### src/rtl/lmc_clock_ctrl.sv
// lmc_clock_ctrl: run/stop/single-step controller for the LMC core clock.
// Divides clk into a one-cycle cpu_tick enable at one of four rates, gated by
// an IDLE/RUN/STEP/HALT machine driven by front-panel buttons and halt_in.
module lmc_clock_ctrl #(
  parameter int              CNT_W = 25,
  parameter logic [CNT_W-1:0] TC0  = CNT_W'(5_999_999),
  parameter logic [CNT_W-1:0] TC1  = CNT_W'(599_999),
  parameter logic [CNT_W-1:0] TC2  = CNT_W'(59_999),
  parameter logic [CNT_W-1:0] TC3  = CNT_W'(0)
) (
  input  logic       clk,
  input  logic       rst,
  input  logic       run_req,
  input  logic       stop_req,
  input  logic       step_req,
  input  logic       halt_in,
  input  logic [1:0] rate_sel,
  output logic       cpu_tick,
  output logic       running,
  output logic       halted,
  output logic       led
);

  typedef enum logic [1:0] {IDLE, RUN, STEP, HALT} state_e;

  // button bit order: {step, stop, run}
  logic [2:0]       s1_q, s2_q, prv_q, ev_q;
  state_e           state_q, state_d;
  logic [CNT_W-1:0] cnt_q, tc_q, tc_sel;
  logic             tick_q, running_q, halted_q, led_q;

  logic ev_run, ev_stop, ev_step;
  assign ev_run  = ev_q[0];
  assign ev_stop = ev_q[1];
  assign ev_step = ev_q[2];

  // Two-flop synchroniser, previous-value flop and registered rising-edge event.
  always_ff @(posedge clk) begin
    if (rst) begin
      s1_q  <= '0;
      s2_q  <= '0;
      prv_q <= '0;
      ev_q  <= '0;
    end else begin
      s1_q  <= {step_req, stop_req, run_req};
      s2_q  <= s1_q;
      prv_q <= s2_q;
      ev_q  <= s2_q & ~prv_q;
    end
  end

  // Terminal count for the currently selected rate.
  always_comb begin
    tc_sel = TC0;
    case (rate_sel)
      2'd0: tc_sel = TC0;
      2'd1: tc_sel = TC1;
      2'd2: tc_sel = TC2;
      2'd3: tc_sel = TC3;
      default: tc_sel = TC0;
    endcase
  end

  // Next state; halt beats stop beats step beats run.
  always_comb begin
    state_d = state_q;
    case (state_q)
      IDLE: begin
        if (ev_stop)     state_d = IDLE;
        else if (ev_step) state_d = STEP;
        else if (ev_run)  state_d = RUN;
      end
      RUN: begin
        if (halt_in)      state_d = HALT;
        else if (ev_stop) state_d = IDLE;
      end
      STEP:    state_d = IDLE;
      HALT:    if (ev_stop) state_d = IDLE;
      default: state_d = IDLE;
    endcase
  end

  // State, divider counter, TC latch and registered outputs.
  always_ff @(posedge clk) begin
    if (rst) begin
      state_q   <= IDLE;
      cnt_q     <= '0;
      tc_q      <= '0;
      tick_q    <= 1'b0;
      running_q <= 1'b0;
      halted_q  <= 1'b0;
      led_q     <= 1'b0;
    end else begin
      state_q   <= state_d;
      running_q <= (state_d == RUN);
      halted_q  <= (state_d == HALT);
      led_q     <= led_q ^ tick_q;
      tick_q    <= 1'b0;
      case (state_q)
        IDLE: begin
          // counter is cleared and rate latched on RUN entry
          if (state_d == RUN) begin
            cnt_q <= '0;
            tc_q  <= tc_sel;
          end
        end
        RUN: begin
          if (state_d != RUN) begin
            cnt_q <= '0;                 // leaving RUN: no tick, counter cleared
          end else if (cnt_q >= tc_q) begin
            tick_q <= 1'b1;
            cnt_q  <= '0;
            tc_q   <= tc_sel;            // new rate takes effect at the wrap
          end else begin
            cnt_q <= cnt_q + CNT_W'(1);
          end
        end
        STEP:    tick_q <= 1'b1;         // committed even if stop arrives now
        default: ;
      endcase
    end
  end

  assign cpu_tick = tick_q;
  assign running  = running_q;
  assign halted   = halted_q;
  assign led      = led_q;

endmodule

### config.mk
export PLATFORM = sky130hd
export DESIGN_NAME = lmc_clock_ctrl
export DESIGN_NICKNAME = d
export VERILOG_FILES = /design/src/rtl/lmc_clock_ctrl.sv
export SDC_FILE = /design/constraint.sdc
export NUM_CORES = 1
export LEC_CHECK = 0
export CORE_ASPECT_RATIO = 1.5
export CORE_MARGIN = 4
export CORE_UTILIZATION = 46
export CTS_CLUSTER_SIZE = 16
export DETAILED_ROUTE_END_ITERATION = 12
export GPL_TIMING_DRIVEN = 0
export SETUP_SLACK_MARGIN = 0.05
export SYNTH_ARGS = -nofsm -noshare
export SYNTH_HDL_FRONTEND = slang
export SYNTH_SLANG_ARGS = --single-unit
### constraint.sdc
create_clock -name clk -period 7.02 [get_ports clk]
set_clock_uncertainty 0.15 [all_clocks]
set_input_delay 0.702 -clock clk [delete_from_list [all_inputs] [get_ports clk]]
set_output_delay 0.702 -clock clk [all_outputs]
set_load 0.01 [all_outputs]
Word level (Yosys, flattened, before mapping)
Cells that the tools add are included.
W data, S select, Z words.
{"block": "classes", "magnitude_cmp": 1, "shift": 0, "n_div": 0, "eq_ne": 12, "mul": 0, "bitwise_logic": 3, "n_mux": 18, "addsub": 1, "reduce_logical": 5}
{"op": "$mux W25", "count": 6}
{"op": "$pmux W25 S2", "count": 2}
{"op": "$pmux W25 S4", "count": 1}
{"op": "$add A25 B1 Y25 const B", "count": 1}
{"op": "$ge A25 B25 Y1", "count": 1}
{"op": "$eq A2 B2 Y1 const B", "count": 5}
{"op": "$mux W2", "count": 5}
{"op": "$pmux W2 S4", "count": 1}
{"op": "$eq A2 B1 Y1 const B", "count": 3}
{"op": "$ne A2 B2 Y1 const B", "count": 3}
{"op": "$logic_not A2 Y1", "count": 2}
{"op": "$reduce_and A4 Y1", "count": 1}
{"op": "$and A3 B3 Y3", "count": 1}
{"op": "$not A3 Y3", "count": 1}
{"op": "$mux W1", "count": 2}
{"op": "$ne A2 B1 Y1 const B", "count": 1}
{"op": "$pmux W1 S2", "count": 1}
{"op": "$reduce_and A2 Y1", "count": 1}
{"op": "$reduce_bool A2 Y1", "count": 1}
{"op": "$xor A1 B1 Y1", "count": 1}
{"block": "totals", "memories": 0, "elab_cells": 51, "register_bits": 68, "latchBits": 0, "ram_bits": 0, "output_inout_bits": 4, "in_bits": 8, "rom_bits": 0}

Logic depth before layout (Yosys ltp)
Gate-level depths: netlist of run 1.
{"block": "logic_depth", "ltp_word": 7, "depth_mapped": 10, "ltp_nobuf": 8}

Worst setup path after synthesis of run 1
No wires, ideal clock.
{"block": "synth_path", "kind": "register to register", "from": "register tc_q[19]", "to": "register tc_q[4]", "n_path_buf": 0, "period_less_slack_ps": 2659, "setup_time_ps": 121, "t_arrival_ps": 2388, "required_ps": 6749, "path_slack_ps": 4361, "stages_incl_launch_ff": 8, "cell_sequence": "dfxtp_1 inv_1 ha_1 nand2_1 or3_1 a2111o_1 a311oi_4 mux2_4"}
{"block": "synth_between", "elab_chain_len": 3}
{"item": "start: declaration", "line": "29", "rtl": "logic [CNT_W-1:0] cnt_q, tc_q, tc_sel;"}
{"item": "start signal: assignment", "line": "104", "rtl": "tc_q <= tc_sel;"}
{"item": "start signal: assignment", "line": "113", "rtl": "tc_q <= tc_sel;"}
{"item": "$ge A25 B25 Y1", "line": "110", "rtl": "end else if (cnt_q >= tc_q) begin"}
{"item": "$ne A2 B2 Y1 (no source line)"}
{"item": "$reduce_and A4 Y1 (no source line)"}
No other way between the ends.
A chain may end at the register's enable or synchronous reset.

Worst setup path in the final report of run 1
{"block": "layout_path", "from": "register cnt_q[0]", "to": "register tc_q[4]"}
{"block": "layout_between", "elab_chain_len": 3}
{"item": "start: declaration", "line": "29"}
{"item": "start signal: assignment", "line": "115", "rtl": "cnt_q <= cnt_q + CNT_W'(1);"}
{"item": "$ge A25 B25 Y1", "line": "110"}
{"item": "$ne A2 B2 Y1 (no source line)"}
{"item": "$reduce_and A4 Y1 (no source line)"}
No other way between the ends.

==> flow_metrics.py, run 1 <==
metrics = {
    "timing": {
        "setup_viol": 0,
        "max_slew_margin_pct": 15.92,
        "finalWorstPathRequiredPeriod_ns": 2.950,
        "layout_worst_path_cycle_share_pct": 42.03,
        "post-route-worst-setup-slack_ns": 4.070,
        "hold_ws_ns": 0.2347,
        "tightest_slew_ns": 1.250,
        "finalHoldViolCount": 0,
        "peak_clock_frequency_supported_by_timing_ghz": 0.3389,
        "timing.final.max_slew_violations": 0,
        "setup_total_negative_slack_ns": 0,
        "rsz0062_at_grt": "no",
    },
    "yosys": {
        "syn_area_sq_um": 2859,
        "synth_commonest_cells": "sky130_fd_sc_hd__dfxtp_1, sky130_fd_sc_hd__ha_1, sky130_fd_sc_hd__inv_1, sky130_fd_sc_hd__nand2_1, sky130_fd_sc_hd__nor2_1",
        "post-synth-top-area-cell": "sky130_fd_sc_hd__dfxtp_1",
        "postSynth.asyncResetShare_pct": 0,
        "ys.warnings.count": 0,
        "synth_cell_types": 56,
        "yosys-top-cells-area": "sky130_fd_sc_hd__dfxtp_1, sky130_fd_sc_hd__ha_1, sky130_fd_sc_hd__nor2b_1",
        "synth_ff_type": "sky130_fd_sc_hd__dfxtp_1",
        "syn-num-nets": 344,
        "synth-edff-count": 0,
        "synth-seq-cells": 50,
        "synth.most_common_cell": "sky130_fd_sc_hd__dfxtp_1",
        "synth.top_cell.area_share_pct": 35.01,
        "synthCells": 306,
        "syn_avg_cell_area_sq_um": 9.343,
        "synth_seq_area_share_pct": 35.01,
    },
    "placement": {
        "pre_cts_slack_ns": 3.910,
        "gp_congestion": 0.8090,
        "hpwl_um": 4625,
        "io_buffer_count": 11,
        "dpl-instance-area_sq_um": 3059,
        "dp.cells": 389,
    },
    "grt": {
        "grt.overflow.total": 0,
        "antenna_violations_before_repair": 0,
        "grt_first_pass_wirelength_um": 10760,
        "global_route.usage.total_pct": 17.82,
        "largest_net_degree_at_the_start_of_global_routing": 17,
        "first_global_vias": 2293,
    },
    "outcome": {
        "run_status": "finished, final reports clean",
    },
    "drt": {
        "wl_um": 6168,
        "viasPerCell": 5.728,
        "route.antenna.remaining_nets": 0,
        "drtPass1Iterations": 4,
        "detailroute.via_count": 2274,
        "count_of_routing_violations_after_the_opening_detailed_route_iteration": 57,
        "post_drt_wl_per_cell_um": 15.54,
        "post-route-drc-count": 0,
    },
    "critical_path": {
        "critical_path_class": "reg2reg",
        "cp_slowest_cell": "sky130_fd_sc_hd__a2111o_1",
        "number_of_buffers_and_inverters_on_the_critical_path": 1,
        "required_time_reported_for_the_critical_path_endpoint_ns": 7.08,
        "cp_peak_stage_delay_ns": 0.60,
        "first_element_of_the_critical_path": "cnt_q[0]$_SDFFE_PP0P_",
        "startpoint_type": "register",
        "r2r_start": "cnt_q[0]$_SDFFE_PP0P_",
        "critical_path_peak_fanout": 6,
        "critical_path.endpoint_type": "register",
        "critPathArrivalTime_ns": 3.01,
        "critPathTopFamily": "compound AO/OA/AOI/OAI gates",
        "path_cells": "inv_1 > ha_1 > nor2b_1 > o21ai_0 > a41oi_1 > a2111o_1 > a311oi_4 > mux2_4",
    },
    "flow_run": {
        "max_cap_violations": 0,
    },
    "worst_hold_path": {
        "worst_hold_path_type": "reg2reg",
        "worst_hold_startpoint": "prv_q[2]$_SDFF_PP0_",
    },
    "clock_network": {
        "clk-insertion-delay-late_ns": 0.31,
        "ctsHoldBuffers": 0,
        "max-clock-path-buffers": 2,
        "clock_sinks": 50,
        "cts_tree": "built",
        "total_of_cells_resized_after_clock_tree_synthesis": 0,
        "post_cts.repair.setup_buffers": 0,
        "clk_transition_reported_paths_ns": 0.10,
        "total_clock_buffers_created_by_cts": 5,
        "ctsRootBufferMaster": "sky130_fd_sc_hd__clkbuf_8",
        "cts_max_level": 2,
    },
    "pwr": {
        "power.static_leakage_nw": 1.301,
        "post-layout-total-power_uw": 623.3,
        "power_density_nw_per_um2": 195.0,
        "largest_voltage_drop_on_the_vdd_net_uv": 113.6,
    },
    "layout": {
        "fillCellCount": 546,
        "non_filler_cells_in_the_finished_layout": 397,
        "syn2layout_area_growth_pct": 11.82,
        "finalCoreUtilization_pct": 54.06,
        "drive_above_1_share_pct": 7.692,
        "finish.instance_area_sq_um": 3197,
        "num-nets-final": 362,
        "diodes": 0,
    },
    "floorplanning": {
        "die_area_sq_um": 7567,
        "floorplan.core_area_sq_um": 5913,
        "chip_width_um": 72.37,
        "placementRows": 34,
        "fp.dieH_um": 104.6,
        "floorplan.initialDensity_pct": 48.35,
        "pin_count": 12,
    },
}
layout make-up:
type,count,area [sq um],area share [%]
Clock buffer,5,68.82,2.153
Buffer,10,96.34,3.014
Inverter,17,63.81,1.996
Sequential cell,50,1001,31.31
Tap cell,72,90.09,2.818
Clock inverter,3,68.82,2.153
Timing Repair Buffer,11,110.1,3.444
Multi-Input combinational cell,229,1698,53.11
sequential cells by signal, summed over array words and instances, names as in the netlist:
| name | cells |
|---|---|
| s1_q | 3 |
| running | 1 |
| halted | 1 |
| state_q | 2 |
| ev_q | 3 |
| led | 1 |
| s2_q | 3 |
| cpu_tick | 1 |
| prv_q | 3 |
| tc_q | 7 |
| cnt_q | 25 |
placed cells by master, fill, tap and decap left out, drive strengths merged, types with 3 or more instances in the layout:
cell type / instances
dfxtp: 50
ha: 30
inv: 17
nand2: 17
nor2: 17
nor2b: 16
nor3: 16
nand4: 13
a21oi: 12
clkbuf: 12
clkdlybuf4s50: 11
o21ai: 10
and3: 9
nand3: 7
nor4: 7
xor2: 7
mux2i: 6
a21o: 5
a31oi: 4
and2: 4
o32ai: 4
xnor2: 4
a211o: 3
a22o: 3
nor4b: 3
buf: 3
power by group:
part           internal [mW]  switching, mW  total [mW]
Clock                  0.143          0.103       0.246
Sequential             0.288        0.00216       0.290
Combinational         0.0347         0.0528      0.0875
Total                  0.465          0.158       0.623
final timing paths:
kind	to	slack [ns]	depth (start not counted)
hold reg to reg	ev_q[2]$_SDFF_PP0_	0.23	1
setup reg to reg	tc_q[4]$_SDFFE_PP0P_	4.07	8
hold / removal	ev_q[2]$_SDFF_PP0_	0.23	1
setup / recovery	tc_q[4]$_SDFFE_PP0P_	4.07	8
cell families after synthesis:
| kind of cell | share of synthesized area, % |
|---|---|
| AO/OA/AOI/OAI | 16.28 |
| XOR/XNOR | 3.370 |
| AND/OR/NAND/NOR | 23.98 |
| buffers and inverters | 5.601 |
| adder cells (fa/ha/maj) | 13.13 |
| flip-flops | 35.01 |
| multiplexers | 2.626 |
per-layer routing:
metal | global-route usage, % | vias to the layer above | wire length [um]
met5 | 0 | - | 0
met4 | 7.520 | 0 | 173
met2 | 32.53 | 33 | 3233
li1 | - | 1160 | -
met3 | 3.170 | 14 | 161
met1 | 19.65 | 1067 | 2599
No activity file was read; power rests on OpenSTA's default activity.
==> inputs of run 2 (changes only) <==
--- a/config.mk
+++ b/config.mk
@@ -11,6 +11,7 @@
 export CTS_CLUSTER_SIZE = 16
 export DETAILED_ROUTE_END_ITERATION = 12
 export GPL_TIMING_DRIVEN = 0
+export PLACE_DENSITY = 0.66
 export SETUP_SLACK_MARGIN = 0.05
 export SYNTH_ARGS = -nofsm -noshare
 export SYNTH_HDL_FRONTEND = slang
==> constraint.sdc (replaced) <==
create_clock -name clk -period 2.5 [get_ports clk]
set_clock_uncertainty 0.15 [all_clocks]
set_input_delay 0.25 -clock clk [delete_from_list [all_inputs] [get_ports clk]]
set_output_delay 0.25 -clock clk [all_outputs]
set_load 0.01 [all_outputs]
==> flow_metrics.py, run 2 (synthesis results as in run 1) <==
metrics = {
    "critical_path": {
        "critPathArrivalTime_ns": 2.75,
        "critical_path.endpoint_type": "register",
        "cpMostUsedCell": "sky130_fd_sc_hd__or4_4",
        "critPathTopFamily": "simple AND/OR/NAND/NOR gates",
        "required_time_reported_for_the_critical_path_endpoint_ns": 2.62,
        "cp_slowest_cell": "sky130_fd_sc_hd__or4_4",
        "number_of_buffers_and_inverters_on_the_critical_path": 3,
        "critical_path_class": "reg2reg",
        "critical_path_peak_fanout": 10,
        "path_cells": "inv_4 > ha_4 > o31ai_2 > a21oi_1 > or4_4 > or4_4 > buf_8 > buf_12 > nor4b_4 > a21o_1",
        "cp_peak_stage_delay_ns": 0.44,
        "startpoint_type": "register",
    },
    "floorplanning": {
        "floorplan.initialDensity_pct": 48.35,
        "fp.dieH_um": 104.6,
        "pin_count": 12,
        "chip_width_um": 72.37,
        "placementRows": 34,
        "floorplan.core_area_sq_um": 5913,
        "die_area_sq_um": 7567,
    },
    "timing": {
        "hold_ws_ns": 0.2366,
        "tightest_slew_ns": 0.7688,
        "rsz0062_at_grt": "yes",
        "timing.final.max_slew_violations": 0,
        "setup_viol": 29,
        "post-route-worst-setup-slack_ns": -0.1398,
        "max_slew_margin_pct": 48.32,
        "finalHoldViolCount": 0,
        "peak_clock_frequency_supported_by_timing_ghz": 0.3788,
        "finalWorstPathRequiredPeriod_ns": 2.640,
        "layout_worst_path_cycle_share_pct": 105.6,
    },
    "clock_network": {
        "cts_max_level": 2,
        "clk_transition_reported_paths_ns": 0.10,
        "ctsRootBufferMaster": "sky130_fd_sc_hd__clkbuf_8",
        "total_clock_buffers_created_by_cts": 5,
        "clk-insertion-delay-late_ns": 0.31,
        "cts_tree": "built",
        "clock_sinks": 50,
        "max-clock-path-buffers": 2,
    },
    "layout": {
        "layout_commonest_cell": "sky130_fd_sc_hd__dfxtp_1",
        "finalCoreUtilization_pct": 60.75,
        "layout.cells.most_common_list": "sky130_fd_sc_hd__dfxtp_1, sky130_fd_sc_hd__ha_1, sky130_fd_sc_hd__nor2b_1, sky130_fd_sc_hd__nor2_1",
        "largest_register_ffs": 25,
        "fillCellCount": 510,
        "largestRegisters": "cnt_q x25, tc_q x7",
        "num-nets-final": 380,
        "syn2layout_area_growth_pct": 25.65,
        "top_register": "cnt_q",
        "drive_above_1_share_pct": 26.24,
        "finish.instance_area_sq_um": 3592,
        "diodes": 0,
    },
    "outcome": {
        "run_status": "finished with violations",
        "violations": "setup timing",
    },
    "grt": {
        "first_global_vias": 2357,
        "grt.overflow.total": 0,
        "grt_first_pass_wirelength_um": 11360,
        "antenna_violations_before_repair": 0,
        "global_route.usage.total_pct": 19.22,
        "largest_net_degree_at_the_start_of_global_routing": 17,
    },
    "drt": {
        "wl_um": 6889,
        "post-route-drc-count": 0,
        "count_of_routing_violations_after_the_opening_detailed_route_iteration": 97,
        "route.antenna.remaining_nets": 0,
        "post_drt_wl_per_cell_um": 16.60,
        "drtPass1Iterations": 4,
        "viasPerCell": 5.819,
        "detailroute.via_count": 2415,
    },
    "pwr": {
        "power_density_nw_per_um2": 520.8,
        "power.static_leakage_nw": 1.435,
        "largest_voltage_drop_on_the_vdd_net_uv": 400.5,
    },
    "placement": {
        "dpl-instance-area_sq_um": 3162,
        "gp_congestion": 0.7968,
        "io_buffer_count": 11,
        "hpwl_um": 4839,
        "pre_cts_slack_ns": -0.4271,
    },
    "worst_hold_path": {
        "worst_hold_path_type": "reg2reg",
    },
    "flow_run": {
        "max_cap_violations": 0,
    },
}
run 2: metrics by stage:
| stage | setup TNS (ns) | instances | total power [mW] |
|---|---|---|---|
| floorplan | -0.06295 | 306 | 1.024 |
| global placement | -8.511 | 389 | 1.092 |
| detailed placement | -9.298 | 389 | 1.094 |
| CTS | -1.750 | 408 | 1.763 |
| global route | -4.649 | 415 | 1.945 |
| finish | -1.885 | 415 | 1.871 |
run 2: worst paths after layout:
check,start,end,slack [ns],cells after the start
setup / recovery,tc_q[20]$_SDFFE_PP0P_,cnt_q[2]$_SDFFE_PP0P_,-0.14,10
hold / removal,prv_q[1]$_SDFF_PP0_,ev_q[1]$_SDFF_PP0_,0.24,1
setup reg to reg,tc_q[20]$_SDFFE_PP0P_,cnt_q[2]$_SDFFE_PP0P_,-0.14,10
hold reg to reg,prv_q[1]$_SDFF_PP0_,ev_q[1]$_SDFF_PP0_,0.24,1
run 2: per-layer routing:
| layer | global-route usage, % | up-vias | share of wire (%) |
|---|---|---|---|
| met3 | 3.458 | 17 | 2.5 |
| met2 | 34.88 | 36 | 53 |
| met4 | 9.499 | 0 | 3.7 |
| met1 | 20.72 | 1163 | 40 |
| met5 | 0 | - | 0 |
| li1 | - | 1199 | - |
run 2: cell type report:
cell class | count | area (sq um) | share of cell area (%)
sequential | 50 | 1016 | 28.28
clock inverter | 3 | 45.04 | 1.254
multi-input combinational | 229 | 1918 | 53.40
timing repair buffer | 29 | 274.0 | 7.628
clock buffer | 5 | 68.82 | 1.916
tap | 72 | 90.09 | 2.508
buffer | 10 | 111.4 | 3.100
inverter | 17 | 68.82 | 1.916
run 2: power by group:
part | internal [mW] | switching, mW | total, mW | leakage [nW]
logic | 0.251 | 0.215 | 0.465 | 0.974
registers | 0.809 | 0.00755 | 0.817 | 0.411
clock network | 0.298 | 0.290 | 0.588 | 0.0504
run 2: what timing repair did:
action | CTS | global route
setup endpoints to repair | 30 | 33
resized for setup | 19 | 19
pin swaps | 6 | 7
buffers inserted | 11 | 7
hold buffers | 0 | 0
